<file path="src/rtl/uart_pkg.sv">
// Shared UART types and helpers for the transmitter and the future receiver.
// Optional macro UART_TX_BREAK_EN adds the StBreak transmitter state.
package uart_pkg;

  typedef enum logic [2:0] {
    StIdle,
    StStart,
    StData,
    StParity,
    StStop
`ifdef UART_TX_BREAK_EN
    , StBreak
`endif
  } tx_state_t;

  typedef enum logic [1:0] {
    PAR_NONE = 2'b00,
    PAR_EVEN = 2'b01,
    PAR_ODD  = 2'b10,
    PAR_MARK = 2'b11
  } parity_t;

  // Tick counter width able to hold two full bit periods.
  function automatic int unsigned tick_w(input int unsigned oversample);
    return $clog2(2 * oversample);
  endfunction

  function automatic logic parity_bit(input parity_t mode, input logic word_xor);
    logic p;
    unique case (mode)
      PAR_EVEN: p = word_xor;
      PAR_ODD:  p = ~word_xor;
      PAR_MARK: p = 1'b1;
      default:  p = 1'b0;
    endcase
    return p;
  endfunction

endpackage

</file>
<file path="src/rtl/uart_tx_frame_if.sv">
// Word handshake between the packet/FIFO logic (master) and the UART transmitter (slave).
interface uart_tx_frame_if #(
  parameter int unsigned DBITS = 8
) ();
  logic             s_valid;
  logic             s_ready;
  logic [DBITS-1:0] s_data;
  logic [1:0]       parity_mode;
  logic             stop2;

  modport master (output s_valid, s_data, parity_mode, stop2, input s_ready);
  modport slave  (input s_valid, s_data, parity_mode, stop2, output s_ready);
endinterface

</file>
<file path="src/rtl/uart_bit_timer.sv">
// Counts sample_tick pulses and strobes bit_end after one or two bit periods.
module uart_bit_timer
  import uart_pkg::*;
#(
  parameter int unsigned OVERSAMPLE = 16
) (
  input  logic clk_100MHz,
  input  logic reset_n,
  input  logic sample_tick,
  input  logic enable,
  input  logic clear,
  input  logic two_periods,
  output logic bit_end
);
  localparam int unsigned TW = tick_w(OVERSAMPLE);
  localparam logic [TW-1:0] Last1 = TW'(OVERSAMPLE - 1);
  localparam logic [TW-1:0] Last2 = TW'(2 * OVERSAMPLE - 1);

  logic [TW-1:0] cnt_q;

  assign bit_end = enable && sample_tick && (cnt_q == (two_periods ? Last2 : Last1));

  always_ff @(posedge clk_100MHz or negedge reset_n) begin
    if (!reset_n) begin
      cnt_q <= '0;
    end else if (clear) begin
      cnt_q <= '0;
    end else if (enable && sample_tick) begin
      cnt_q <= bit_end ? '0 : cnt_q + TW'(1);
    end
  end

endmodule

</file>
<file path="src/rtl/uart_tx_frame.sv">
// UART transmitter: start, DBITS data LSB first, optional parity, 1 or 2 stop bits.
// Optional macro UART_TX_BREAK_EN adds the send_break input and a line-break state.
module uart_tx_frame
  import uart_pkg::*;
#(
  parameter int unsigned DBITS      = 8,
  parameter int unsigned OVERSAMPLE = 16
) (
  input  logic           clk_100MHz,
  input  logic           reset_n,
  input  logic           sample_tick,
`ifdef UART_TX_BREAK_EN
  input  logic           send_break,
`endif
  uart_tx_frame_if.slave s,
  output logic           tx,
  output logic           busy,
  output logic           tx_done
);
  localparam logic [3:0] DataLast = 4'(DBITS - 1);
`ifdef UART_TX_BREAK_EN
  localparam logic [3:0] BrkLast  = 4'(DBITS + 2);
`endif

  tx_state_t        state_q;
  logic [DBITS-1:0] shift_q;
  logic [3:0]       bit_cnt_q;
  logic             par_en_q;
  logic             par_bit_q;
  logic             stop2_q;
  logic             tx_q;
  logic             tx_done_q;
  logic             bit_end;
  logic             accept;
  logic             brk_req;
`ifdef UART_TX_BREAK_EN
  logic             brk_stop_q;
  assign brk_req = send_break;
`else
  assign brk_req = 1'b0;
`endif

  // The end of the last stop tick doubles as an accept slot for back-to-back frames.
  assign s.s_ready = (state_q == StIdle && !brk_req) || (state_q == StStop && bit_end);
  assign accept    = s.s_valid && s.s_ready;

  uart_bit_timer #(
    .OVERSAMPLE(OVERSAMPLE)
  ) u_bit_timer (
    .clk_100MHz (clk_100MHz),
    .reset_n    (reset_n),
    .sample_tick(sample_tick),
    .enable     (state_q != StIdle),
    .clear      (accept || (state_q == StIdle && brk_req)),
    .two_periods(state_q == StStop && stop2_q),
    .bit_end    (bit_end)
  );

  always_ff @(posedge clk_100MHz or negedge reset_n) begin
    if (!reset_n) begin
      state_q    <= StIdle;
      shift_q    <= '0;
      bit_cnt_q  <= '0;
      par_en_q   <= 1'b0;
      par_bit_q  <= 1'b0;
      stop2_q    <= 1'b0;
      tx_q       <= 1'b1;
      tx_done_q  <= 1'b0;
`ifdef UART_TX_BREAK_EN
      brk_stop_q <= 1'b0;
`endif
    end else begin
      tx_done_q <= 1'b0;
      unique case (state_q)
        StIdle: begin
`ifdef UART_TX_BREAK_EN
          if (brk_req) begin
            state_q   <= StBreak;
            tx_q      <= 1'b0;
            bit_cnt_q <= '0;
          end
`endif
        end
        StStart: begin
          if (bit_end) begin
            state_q   <= StData;
            tx_q      <= shift_q[0];
            bit_cnt_q <= '0;
          end
        end
        StData: begin
          if (bit_end) begin
            if (bit_cnt_q == DataLast) begin
              if (par_en_q) begin
                state_q <= StParity;
                tx_q    <= par_bit_q;
              end else begin
                state_q <= StStop;
                tx_q    <= 1'b1;
              end
            end else begin
              shift_q   <= shift_q >> 1;
              tx_q      <= shift_q[1];
              bit_cnt_q <= bit_cnt_q + 4'd1;
            end
          end
        end
        StParity: begin
          if (bit_end) begin
            state_q <= StStop;
            tx_q    <= 1'b1;
          end
        end
        StStop: begin
          if (bit_end) begin
            state_q   <= StIdle;
            tx_done_q <= 1'b1;
          end
        end
`ifdef UART_TX_BREAK_EN
        // Hold the line low for at least DBITS+3 bit periods, then one stop period high.
        StBreak: begin
          if (bit_end) begin
            if (brk_stop_q) begin
              state_q    <= StIdle;
              brk_stop_q <= 1'b0;
            end else if (bit_cnt_q >= BrkLast && !send_break) begin
              brk_stop_q <= 1'b1;
              tx_q       <= 1'b1;
            end else if (bit_cnt_q < BrkLast) begin
              bit_cnt_q <= bit_cnt_q + 4'd1;
            end
          end
        end
`endif
        default: state_q <= StIdle;
      endcase

      // Accept overrides the StStop exit so a queued word starts with no idle gap.
      if (accept) begin
        state_q   <= StStart;
        tx_q      <= 1'b0;
        shift_q   <= s.s_data;
        par_en_q  <= (s.parity_mode != PAR_NONE);
        par_bit_q <= parity_bit(parity_t'(s.parity_mode), ^s.s_data);
        stop2_q   <= s.stop2;
      end
    end
  end

  assign tx      = tx_q;
  assign busy    = (state_q != StIdle);
  assign tx_done = tx_done_q;

endmodule

</file>
<file path="src/flat_wrapper.sv">
// flat-port wrapper written by rule: the top's interface ports become plain ports
module uart_tx_frame_flat import uart_pkg::*;
#(
  parameter int unsigned DBITS      = 8,
  parameter int unsigned OVERSAMPLE = 16
)
  (clk_100MHz, reset_n, sample_tick, tx, busy, tx_done, s_s_valid, s_s_data, s_parity_mode, s_stop2, s_s_ready);
  uart_tx_frame_if #(.DBITS(DBITS)) s_i ();
  input  logic clk_100MHz;
  input  logic reset_n;
  input  logic sample_tick;
  output logic tx;
  output logic busy;
  output logic tx_done;
  input wire logic [$bits(s_i.s_valid)-1:0] s_s_valid;
  input wire logic [$bits(s_i.s_data)-1:0] s_s_data;
  input wire logic [$bits(s_i.parity_mode)-1:0] s_parity_mode;
  input wire logic [$bits(s_i.stop2)-1:0] s_stop2;
  output wire logic [$bits(s_i.s_ready)-1:0] s_s_ready;
  assign s_i.s_valid = s_s_valid;
  assign s_i.s_data = s_s_data;
  assign s_i.parity_mode = s_parity_mode;
  assign s_i.stop2 = s_stop2;
  assign s_s_ready = s_i.s_ready;
  uart_tx_frame #(.DBITS(DBITS), .OVERSAMPLE(OVERSAMPLE)) u_core (.clk_100MHz(clk_100MHz), .reset_n(reset_n), .sample_tick(sample_tick), .s(s_i), .tx(tx), .busy(busy), .tx_done(tx_done));
endmodule
</file>
<file path="config.mk">
export PLATFORM = sky130hd
export DESIGN_NAME = uart_tx_frame_flat
export DESIGN_NICKNAME = d
export VERILOG_FILES = /design/src/rtl/uart_pkg.sv /design/src/rtl/uart_tx_frame_if.sv /design/src/rtl/uart_bit_timer.sv /design/src/rtl/uart_tx_frame.sv /design/src/flat_wrapper.sv
export SDC_FILE = /design/constraint.sdc
export NUM_CORES = 1
export LEC_CHECK = 0
export CAP_MARGIN = 20
export CORE_MARGIN = 10
export CORE_UTILIZATION = 54
export DETAILED_ROUTE_END_ITERATION = 10
export GPL_TIMING_DRIVEN = 1
export PLACE_DENSITY = 0.79
export SETUP_SLACK_MARGIN = 0.05
export SKIP_CTS_REPAIR_TIMING = 1
export SLEW_MARGIN = 20
export SYNTH_ARGS = -nofsm -noshare
export SYNTH_HDL_FRONTEND = slang
export SYNTH_HIERARCHICAL = 1
export SYNTH_SLANG_ARGS = --single-unit
</file>
<file path="constraint.sdc">
create_clock -name clk_100MHz -period 2.8 [get_ports clk_100MHz]
set_input_delay 0.28 -clock clk_100MHz [delete_from_list [all_inputs] [get_ports clk_100MHz]]
set_output_delay 0.28 -clock clk_100MHz [all_outputs]
set_load 0.05 [all_outputs]
</file>
# Word level (Yosys, flattened, before mapping)
# Cells that the tools add are included.
word_totals:
  ff_bits: 25
  in_bits: 15
  output_inout_bits: 4
classes:
  n_addsub: 2
  n_eq_ne: 19
  n_mux: 30
  bitwise_logic: 1
  n_reduce_logical: 19
ops:
  columns: ["op", "n"]
  rows:
  - ["two-way mux 8 bit", 4]
  - ["two-way mux 3 bit", 7]
  - ["two-way mux 5 bit", 4]
  - ["inequality test 3 x 1 -> 1 bit, second input constant", 5]
  - ["case mux 3 bit (5 select lines)", 1]
  - ["two-way mux 4 bit", 3]
  - ["nonzero test 2 bit", 5]
  - ["two-way mux 1 bit", 8]
  - ["inequality test 2 x 1 -> 1 bit, second input constant", 4]
  - ["case mux 4 bit (2 select lines)", 1]
  - ["AND reduction 4 bit", 2]
  - ["parity 8 bit", 1]
  - ["equality test 3 x 2 -> 1 bit, second input constant", 2]
  - ["case mux 1 bit (3 select lines)", 2]
  - ["AND reduction 6 bit", 1]
  - ["adder 5 x 1 -> 5 bit, second input constant", 1]
  - ["equality test 5 bit", 1]
  - ["logical AND 1 bit", 5]
  - ["adder 4 x 1 -> 4 bit, second input constant", 1]
  - ["equality test 2 bit, second input constant", 2]
  - ["equality test 4 x 3 -> 1 bit, second input constant", 1]
  - ["nonzero test 4 bit", 1]
  - ["equality test 3 x 1 -> 1 bit, second input constant", 1]
  - ["equality test 3 bit, second input constant", 1]
  - ["7 further kinds", 7]

# Longest topological paths before layout
# Gate-level depths: netlist of run 1.
logic_depth:
  word_depth: 10
  depth_mapped: 11

# Modules after synthesis
# The synthesis of run 1 kept the hierarchy.
modules_own_cells:
  columns: ["mod", "instances", "cells_each", "area_per_inst_um2", "seq_area_each_um2"]
  rows:
  - ["uart_tx_frame", 1, 125, 1139.8, 501.7]
  - ["uart_bit_timer", 1, 28, 267.8, 125.1]

# Least setup slack after synthesis of run 1
# No wires, ideal clock.
synth_timing:
  path_kind: "flip-flop to output port"
  from: "register u_core.state_q[0]"
  to: "output s_s_ready"
  arrival_ps: 2060
  setup_slack_ps: 460
  path_stages_with_launch: 8
  n_path_buf: 1
  path_cell_list: "dfrtp_1 > buf_6 > nor2_1 > and3_1 > xor2_1 > nor3_1 > nand2b_1 > and2_1"
synth_between:
  elab_chain_cells: 7
synth_rtl:
  columns: ["element", "line_no", "source"]
  rows:
  - ["from (decl)", "uart_tx_frame.sv:25", "tx_state_t state_q;"]
  - ["from (signal assigned)", "uart_tx_frame.sv:61", "state_q <= StIdle;"]
  - ["from (signal assigned)", "uart_tx_frame.sv:86", "state_q <= StData;"]
  - ["from (signal assigned)", "uart_tx_frame.sv:95", "state_q <= StParity;"]
  - ["equality test 3 bit", "uart_tx_frame.sv:55", ".two_periods(state_q == StStop && stop2_q),"]
  - ["logical AND 1 bit", "uart_tx_frame.sv:55", null]
  - ["two-way mux 5 bit", "uart_bit_timer.sv:21", "assign bit_end = enable && sample_tick && (cnt_q == (two_periods ? Last2 : Last1));"]
  - ["equality test 5 bit", "uart_bit_timer.sv:21", null]
  - ["logical AND 1 bit (*)", "uart_bit_timer.sv:21", null]
  - ["named net u_core.bit_end", "uart_tx_frame.sv:33", "logic bit_end;"]
  - ["logical AND 1 bit (*)", "uart_tx_frame.sv:44", "assign s.s_ready = (state_q == StIdle && !brk_req) || (state_q == StStop && bit_end);"]
  - ["logical OR 1 bit (*)", "uart_tx_frame.sv:44", null]
  - ["to (decl)", "flat_wrapper.sv:19", "output wire logic [$bits(s_i.s_ready)-1:0] s_s_ready;"]
# The timed path passes the listed nets; every way through them passes the cells marked *.

# Worst setup path in the final report of run 1
# Ends and elaborated chain as after synthesis.

==> metrics.csv, run 1 <==
stage,metric,value,unit
run_status,status,"finished, final reports clean",
placed_design,dpl.cell_count,197,
yosys,synth_flop_cell,dfrtp_1,
critical_path,start_kind,flop,
clock_tree,clock-sinks,25,
global_route,antenna_found_initial,0,
yosys,ys_ff_latch,25,
finish,area_growth_syn_to_layout,16.18,%
worst_hold_path,hold_path_class,input pin to async pin,
floorplan,dieHeight,71.06,microns
detailed_routing,vias_per_cell,5.682,
finish,fin_nets,189,
placed_design,gp_congestion,0.8521,
global_route,overflow,0,
power,p_per_area,847.6,nW/um^2
critical_path,path_max_fanout,11,
sta,rsz0062_at_grt,no,
critical_path,critPathSlowestCell,dfrtp_1,
critical_path,path_cells,nor2_1 > and3_1 > xor2_1 > nor3_1 > nand2b_1 > and2_1 > buf_12,
finish,fin_cells,201,
clock_tree,clkTransAtPathRegs,0.15,ns
clock_tree,cts_buffers,3,
finish,final_core_util,66.01,%
sta,relSlewSlack,66.57,%
clock_tree,h-tree-depth,1,
yosys,synth_edf_count,0,
detailed_routing,first_pass_iters,5,
clock_tree,cts_tree,built,
power,p_switching,0.5700,mW
yosys,yosysTopAreaCell,dfrtp_1,
floorplan,boundaryPins,19,
global_route,grt_usage,11.53,%
critical_path,rr_worst_depth,10,
detailed_routing,wl_per_cell,14.41,microns
detailed_routing,ant_nets,0,
finish,fillerInstances,212,
yosys,synthArstFlopShare,100.0,%
power,intPower,0.8160,mW
yosys,synth_xor_area_share,6.844,%
sta,tns,0,ns
clock_tree,clock-root-buffer,clkbuf_4,
critical_path,r2r_end,u_core/state_q[0],
clock_tree,cts_buffer_depth,2,
detailed_routing,drt_iter0_drc,114,
critical_path,cp_num_buf_inv,1,
detailed_routing,routed_wl,2.896,mm
detailed_routing,drcViolationCount,0,
placed_design,hpwl,2.182,mm
yosys,ys_types,43,
critical_path,required,2.52,ns
sta,max_freq,398.6,MHz
sta,fin_crit,2.509,ns
floorplan,fp.dieW,71.06,microns
critical_path,critPathTopFamily,simple AND/OR/NAND/NOR gates,
sta,hold_ws,0.2888,ns
yosys,synth.avg_cell_area,9.200,sq um
power,seqPwrFrac,44.4,%
sta,worst_pin_slew,0.4999,ns
yosys,synth_top_area_share,42.67,%
sta,setup_viol,0,
sta,clock_skew,0.006985,ns
yosys,synthTopCellsByArea,"dfrtp_1 (43%), nand2_1 (7.7%), xnor2_1 (4.4%), nand3_1 (3.9%), a31oi_1 (2.7%)",
yosys,yosysWarnings,6,
critical_path,endpoint_kind,primary output,
critical_path,critPathArrivalTime,2.23,ns
critical_path,max_stage_delay,0.61,ns
detailed_routing,vias,1142,
power,p_leak,0.7300,nW
power,combPwrFrac,43.3,%
yosys,netlist_area,1408,sq um
yosys,synth_top_family_by_area,simple AND/OR/NAND/NOR gates,
finish,n_antenna_cell,0,
floorplan,core_area,2477,sq um
sta,slew_violations,0,
sta,min_period_over_period,89.60,%
sta,finalHoldViolCount,0,
job,drv_cap,0,
yosys,yosys.area_share.simple,28.44,%
critical_path,rrSetupSlack,0.33,ns
power,power,1.386,mW
yosys,synth.yosys.seq_area_share,44.53,%
critical_path,crit_type,flop to primary output,
global_route,grt_max_degree,26,
finish,drive_gt1_share,11.70,%
yosys,synth_cells,153,
critical_path,r2r_start,u_core/state_q[0],
yosys,synth_compound_area_share,12.36,%
global_route,grt_pass1_wl,5.030,mm
floorplan,fp-row-count,18,
power,netSwitchingFraction,41.12,%
placed_design,port_buffers,18,
yosys,synth-adder-area-share,1.778,%
yosys,synth_mux_area_share,1.511,%
floorplan,die_area,5049,sq um
floorplan,initial_utilization,56.82,%
power,vdd_drop_max,0.5406,mV
power,clkPwrFrac,12.3,%
clock_tree,clkLatencyLatePin,0.33,ns
yosys,syn_nets,170,
global_route,grt_pass1_vias,1198,
## registers in the layout, summed over array words and instances, names as in the netlist
register                  flops
u_core/u_bit_timer/cnt_q      5
u_core/par_bit_q              1
u_core/bit_cnt_q              4
u_core/tx_done                1
u_core/tx                     1
u_core/state_q                3
u_core/shift_q                8
u_core/stop2_q                1
u_core/par_en_q               1
## area by class of cell
class / count / area (sq um) / area share [%]
Sequential cell: 25 / 626.9 / 38.33
Inverter: 3 / 11.26 / 0.6886
Clock buffer: 3 / 22.52 / 1.377
Tap cell: 30 / 37.54 / 2.295
Timing Repair Buffer: 21 / 212.7 / 13.01
Clock inverter: 1 / 7.507 / 0.4591
Multi-Input combinational cell: 118 / 716.9 / 43.84
## power groups by stage
stage	clock network [mW]	registers, mW	logic (mW)
after floorplan	0	0.594	0.456
after global placement	0	0.612	0.589
after detailed placement	0	0.621	0.604
after CTS	0.179	0.614	0.605
after global routing	0.189	0.635	0.664
final	0.171	0.615	0.600
## worst register-to-register path, delay by kind of cell (launching register included)
kind	cells	cell delay, ns
buffers and inverters	2	0.37
DFF	1	0.54
AOI/OAI and AO/OA	1	0.09
xor gates and xnor gates	1	0.24
and+or+nand+nor	6	1.12
## stage by stage
stage | worst slack [ns] | area [sq um]
after floorplan | 0.4600 | 1408
after global placement | 0.4890 | 1605
after detailed placement | 0.3703 | 1605
after CTS | 0.2774 | 1635
after global routing | 0.1081 | 1635
final | 0.2911 | 1635
## kinds of logic after synthesis
| kind of cell | Yosys count |
|---|---|
| and+or+nand+nor | 76 |
| DFF | 25 |
| muxes | 2 |
| AOI/OAI and AO/OA | 27 |
| xor gates and xnor gates | 11 |
| adders and majority gates | 2 |
| buffers and inverters | 10 |
## layer usage
| layer | vias to the layer above | track usage [%] | share of wire, % |
|---|---|---|---|
| met5 | - | 0 | 0 |
| li1 | 566 | - | - |
| met2 | 32 | 20.57 | 51 |
| met1 | 542 | 13.09 | 43 |
| met3 | 2 | 2.510 | 4.5 |
| met4 | 0 | 4.086 | 0.86 |
## how the worst max path moves through the flow
stage	startpoint	to	slack [ns]	cells past startpoint
2_1_floorplan	u_core/state_q[0]	s_s_ready	0.46	7
3_3_place_gp	u_core/state_q[0]	u_core/bit_cnt_q[3]	0.49	9
3_5_place_dp	u_core/state_q[0]	u_core/state_q[0]	0.37	10
4_1_cts	u_core/state_q[0]	s_s_ready	0.28	7
5_1_grt	u_core/state_q[0]	u_core/state_q[0]	0.11	10
6_report	u_core/state_q[0]	s_s_ready	0.29	7
## cell usage in the layout, fill, tap and decap left out, types with 2 or more instances in the layout
cell type	synthesis	layout
clkdlybuf4s50_1	0	17
nand2b_1	3	3
dfrtp_1	24	24
nor3_1	2	2
nand3b_1	3	3
nor2b_1	3	3
xnor2_1	7	7
a31oi_1	6	6
and3_1	3	3
a22oi_1	2	2
nor2_1	10	10
nor3b_1	2	2
ha_1	2	2
clkbuf_4	0	3
buf_4	0	3
a21oi_1	4	4
inv_1	2	2
xor2_1	4	4
nand3_1	11	11
nand2_1	29	29
o21ai_0	7	7
## Yosys cell counts (2+ instances only)
cell      count
nand2_1      29
dfrtp_1      24
nand3_1      11
nor2_1       10
o21ai_0       7
xnor2_1       7
a31oi_1       6
a21oi_1       4
xor2_1        4
and3_1        3
buf_2         3
buf_6         3
nand2b_1      3
nand3b_1      3
nor2b_1       3
a22oi_1       2
ha_1          2
inv_1         2
nor3_1        2
nor3b_1       2
Note: power is estimated with default switching activity, not from simulation.
==> inputs of run 2 (changes only) <==
Settings changed: GPL_TIMING_DRIVEN 1 to not set.
==> results of run 2 <==
Final layout, timing and power as in run 1 (identical DEF).
==> inputs of run 3 (changes only) <==
Settings changed: CORE_UTILIZATION 54 to 29, PLACE_DENSITY 0.79 to not set.
==> run 3 against run 2 <==
Flip-flop and latch count stayed put. Via count is 2.6% lower. Clock power is 38% higher. Utilization is 30 points lower. Sequential share of layout area is 1.5 points lower. Critical path type unchanged. Largest power group unchanged. Highest routed layer unchanged.
==> metrics.csv, run 3 (synthesis results as in run 1) <==
stage,metric,value,unit
run_status,status,"finished, final reports clean",
placed_design,dpl.cell_count,234,
critical_path,critPathArrivalTime,2.16,ns
finish,fillerInstances,482,
finish,largest_reg_flops,8,
power,seqPwrFrac,42.2,%
global_route,grt_max_degree,26,
clock_tree,clkTransAtPathRegs,0.11,ns
sta,clock_skew,0.01399,ns
critical_path,path_max_fanout,11,
critical_path,r2r_end,u_core/shift_q[1],
detailed_routing,vias_per_cell,4.672,
placed_design,hpwl,2.186,mm
power,combPwrFrac,41.5,%
finish,multi_input_area,716.9,sq um
job,drv_cap,0,
finish,largest-register,u_core/shift_q,
critical_path,endpoint_kind,primary output,
placed_design,port_buffers,18,
critical_path,r2r_start,u_core/state_q[0],
floorplan,fp.dieW,89.67,microns
floorplan,core_area,4723,sq um
clock_tree,cts_buffers,3,
global_route,overflow,0,
floorplan,die_area,8041,sq um
placed_design,pre_cts_ws,0.4197,ns
finish,final_core_util,36.03,%
sta,relSlewSlack,66.69,%
finish,fin_area,1702,sq um
clock_tree,cts_tree,built,
sta,rsz0062_at_grt,no,
floorplan,dieHeight,89.67,microns
power,p_switching,0.5816,mW
clock_tree,h-tree-depth,1,
sta,fin_crit,2.441,ns
detailed_routing,drcViolationCount,0,
finish,n_antenna_cell,0,
clock_tree,clock-root-buffer,clkbuf_8,
power,power,1.448,mW
global_route,grt_pass1_wl,5.209,mm
sta,slew_violations,0,
critical_path,crit_type,flop to primary output,
clock_tree,clock-sinks,25,
sta,worst_pin_slew,0.4981,ns
detailed_routing,vias,1112,
power,clkPwrFrac,16.3,%
global_route,grt_pass1_vias,1118,
detailed_routing,routed_wl,3.033,mm
critical_path,rrSetupSlack,0.42,ns
critical_path,crit_start,u_core/state_q[0],
placed_design,placedInstanceArea,1652,sq um
critical_path,start_kind,flop,
sta,hold_ws,0.3619,ns
detailed_routing,drt_iter0_drc,63,
finish,drive_gt1_share,11.70,%
detailed_routing,wl_per_cell,12.74,microns
global_route,grt_usage,8.177,%
power,vdd_drop_max,0.2912,mV
power,p_leak,0.7421,nW
sta,tns,0,ns
finish,reg_top3,"u_core/shift_q (8), u_core/u_bit_timer/cnt_q (5), u_core/bit_cnt_q (4)",
global_route,antenna_found_initial,0,
finish,fin_nets,189,
critical_path,required,2.52,ns
finish,fin_cells,238,
sta,fin_ws,0.3590,ns
clock_tree,cts_buffer_depth,2,
worst_hold_path,hold_path_class,input pin to async pin,
critical_path,timing.critical_path.to,s_s_ready,
sta,setup_viol,0,
floorplan,boundaryPins,19,
floorplan,fp-row-count,25,
finish,area_growth_syn_to_layout,20.89,%
power,netSwitchingFraction,40.18,%
sta,finalHoldViolCount,0,
clock_tree,clkLatencyLatePin,0.28,ns
sta,min_period_over_period,87.18,%
floorplan,initial_utilization,29.80,%
finish,most-common-layout-cells,"nand2_1 (29), dfrtp_1 (24), clkdlybuf4s50_1 (17), nand3_1 (11), nor2_1 (10)",
finish,seq_area,626.9,sq um
detailed_routing,first_pass_iters,4,
critical_path,rr_worst_depth,10,
finish,final_common_cell,nand2_1,
power,p_per_area,850.7,nW/um^2
detailed_routing,ant_nets,0,
placed_design,gp_congestion,0.8263,
power,intPower,0.8660,mW
sta,max_freq,409.7,MHz
[run 3: worst min-delay path by stage]
stage               startpoint                   to  slack [ns]  depth (start not counted)
floorplan              reset_n  u_core/bit_cnt_q[0]       -0.02                          0
global placement     u_core/tx            u_core/tx        0.47                          2
global route           reset_n    u_core/state_q[1]        0.39                          2
CTS                    reset_n    u_core/state_q[1]        0.37                          2
detailed placement   u_core/tx            u_core/tx        0.48                          2
finish                 reset_n    u_core/shift_q[3]        0.36                          2
[run 3: worst max-delay path, stage by stage, from the launching register on]
cell and delay [ns]:
dfrtp_1 0.58, nor2_1 0.13, and3_1 0.22, xor2_1 0.18, nor3_1 0.24, nand2b_1 0.20
and2_1 0.19, buf_12 0.15
[run 3: metal layers]
layer | global-route usage [%] | vias up | share of wire [%]
met2 | 12.66 | 21 | 44
met1 | 10.03 | 520 | 48
met3 | 3.520 | 2 | 6.7
met5 | 0 | - | 0
li1 | - | 569 | -
met4 | 2.457 | 0 | 0.53
[run 3: layout make-up]
class                           instances  area share (%)
Multi-Input combinational cell        118           42.13
Sequential cell                        25           36.84
Inverter                                3          0.6618
Clock inverter                          1          0.5147
Tap cell                               67           4.926
Clock buffer                            3           2.426
Timing Repair Buffer                   21           12.50
[run 3: power by group through the flow]
stage | clock network, mW | registers, mW | logic [mW]
finish | 0.236 | 0.612 | 0.600
global route | 0.267 | 0.631 | 0.670
CTS | 0.245 | 0.610 | 0.608
detailed placement | 0 | 0.615 | 0.608
global placement | 0 | 0.616 | 0.602
floorplan | 0 | 0.594 | 0.456
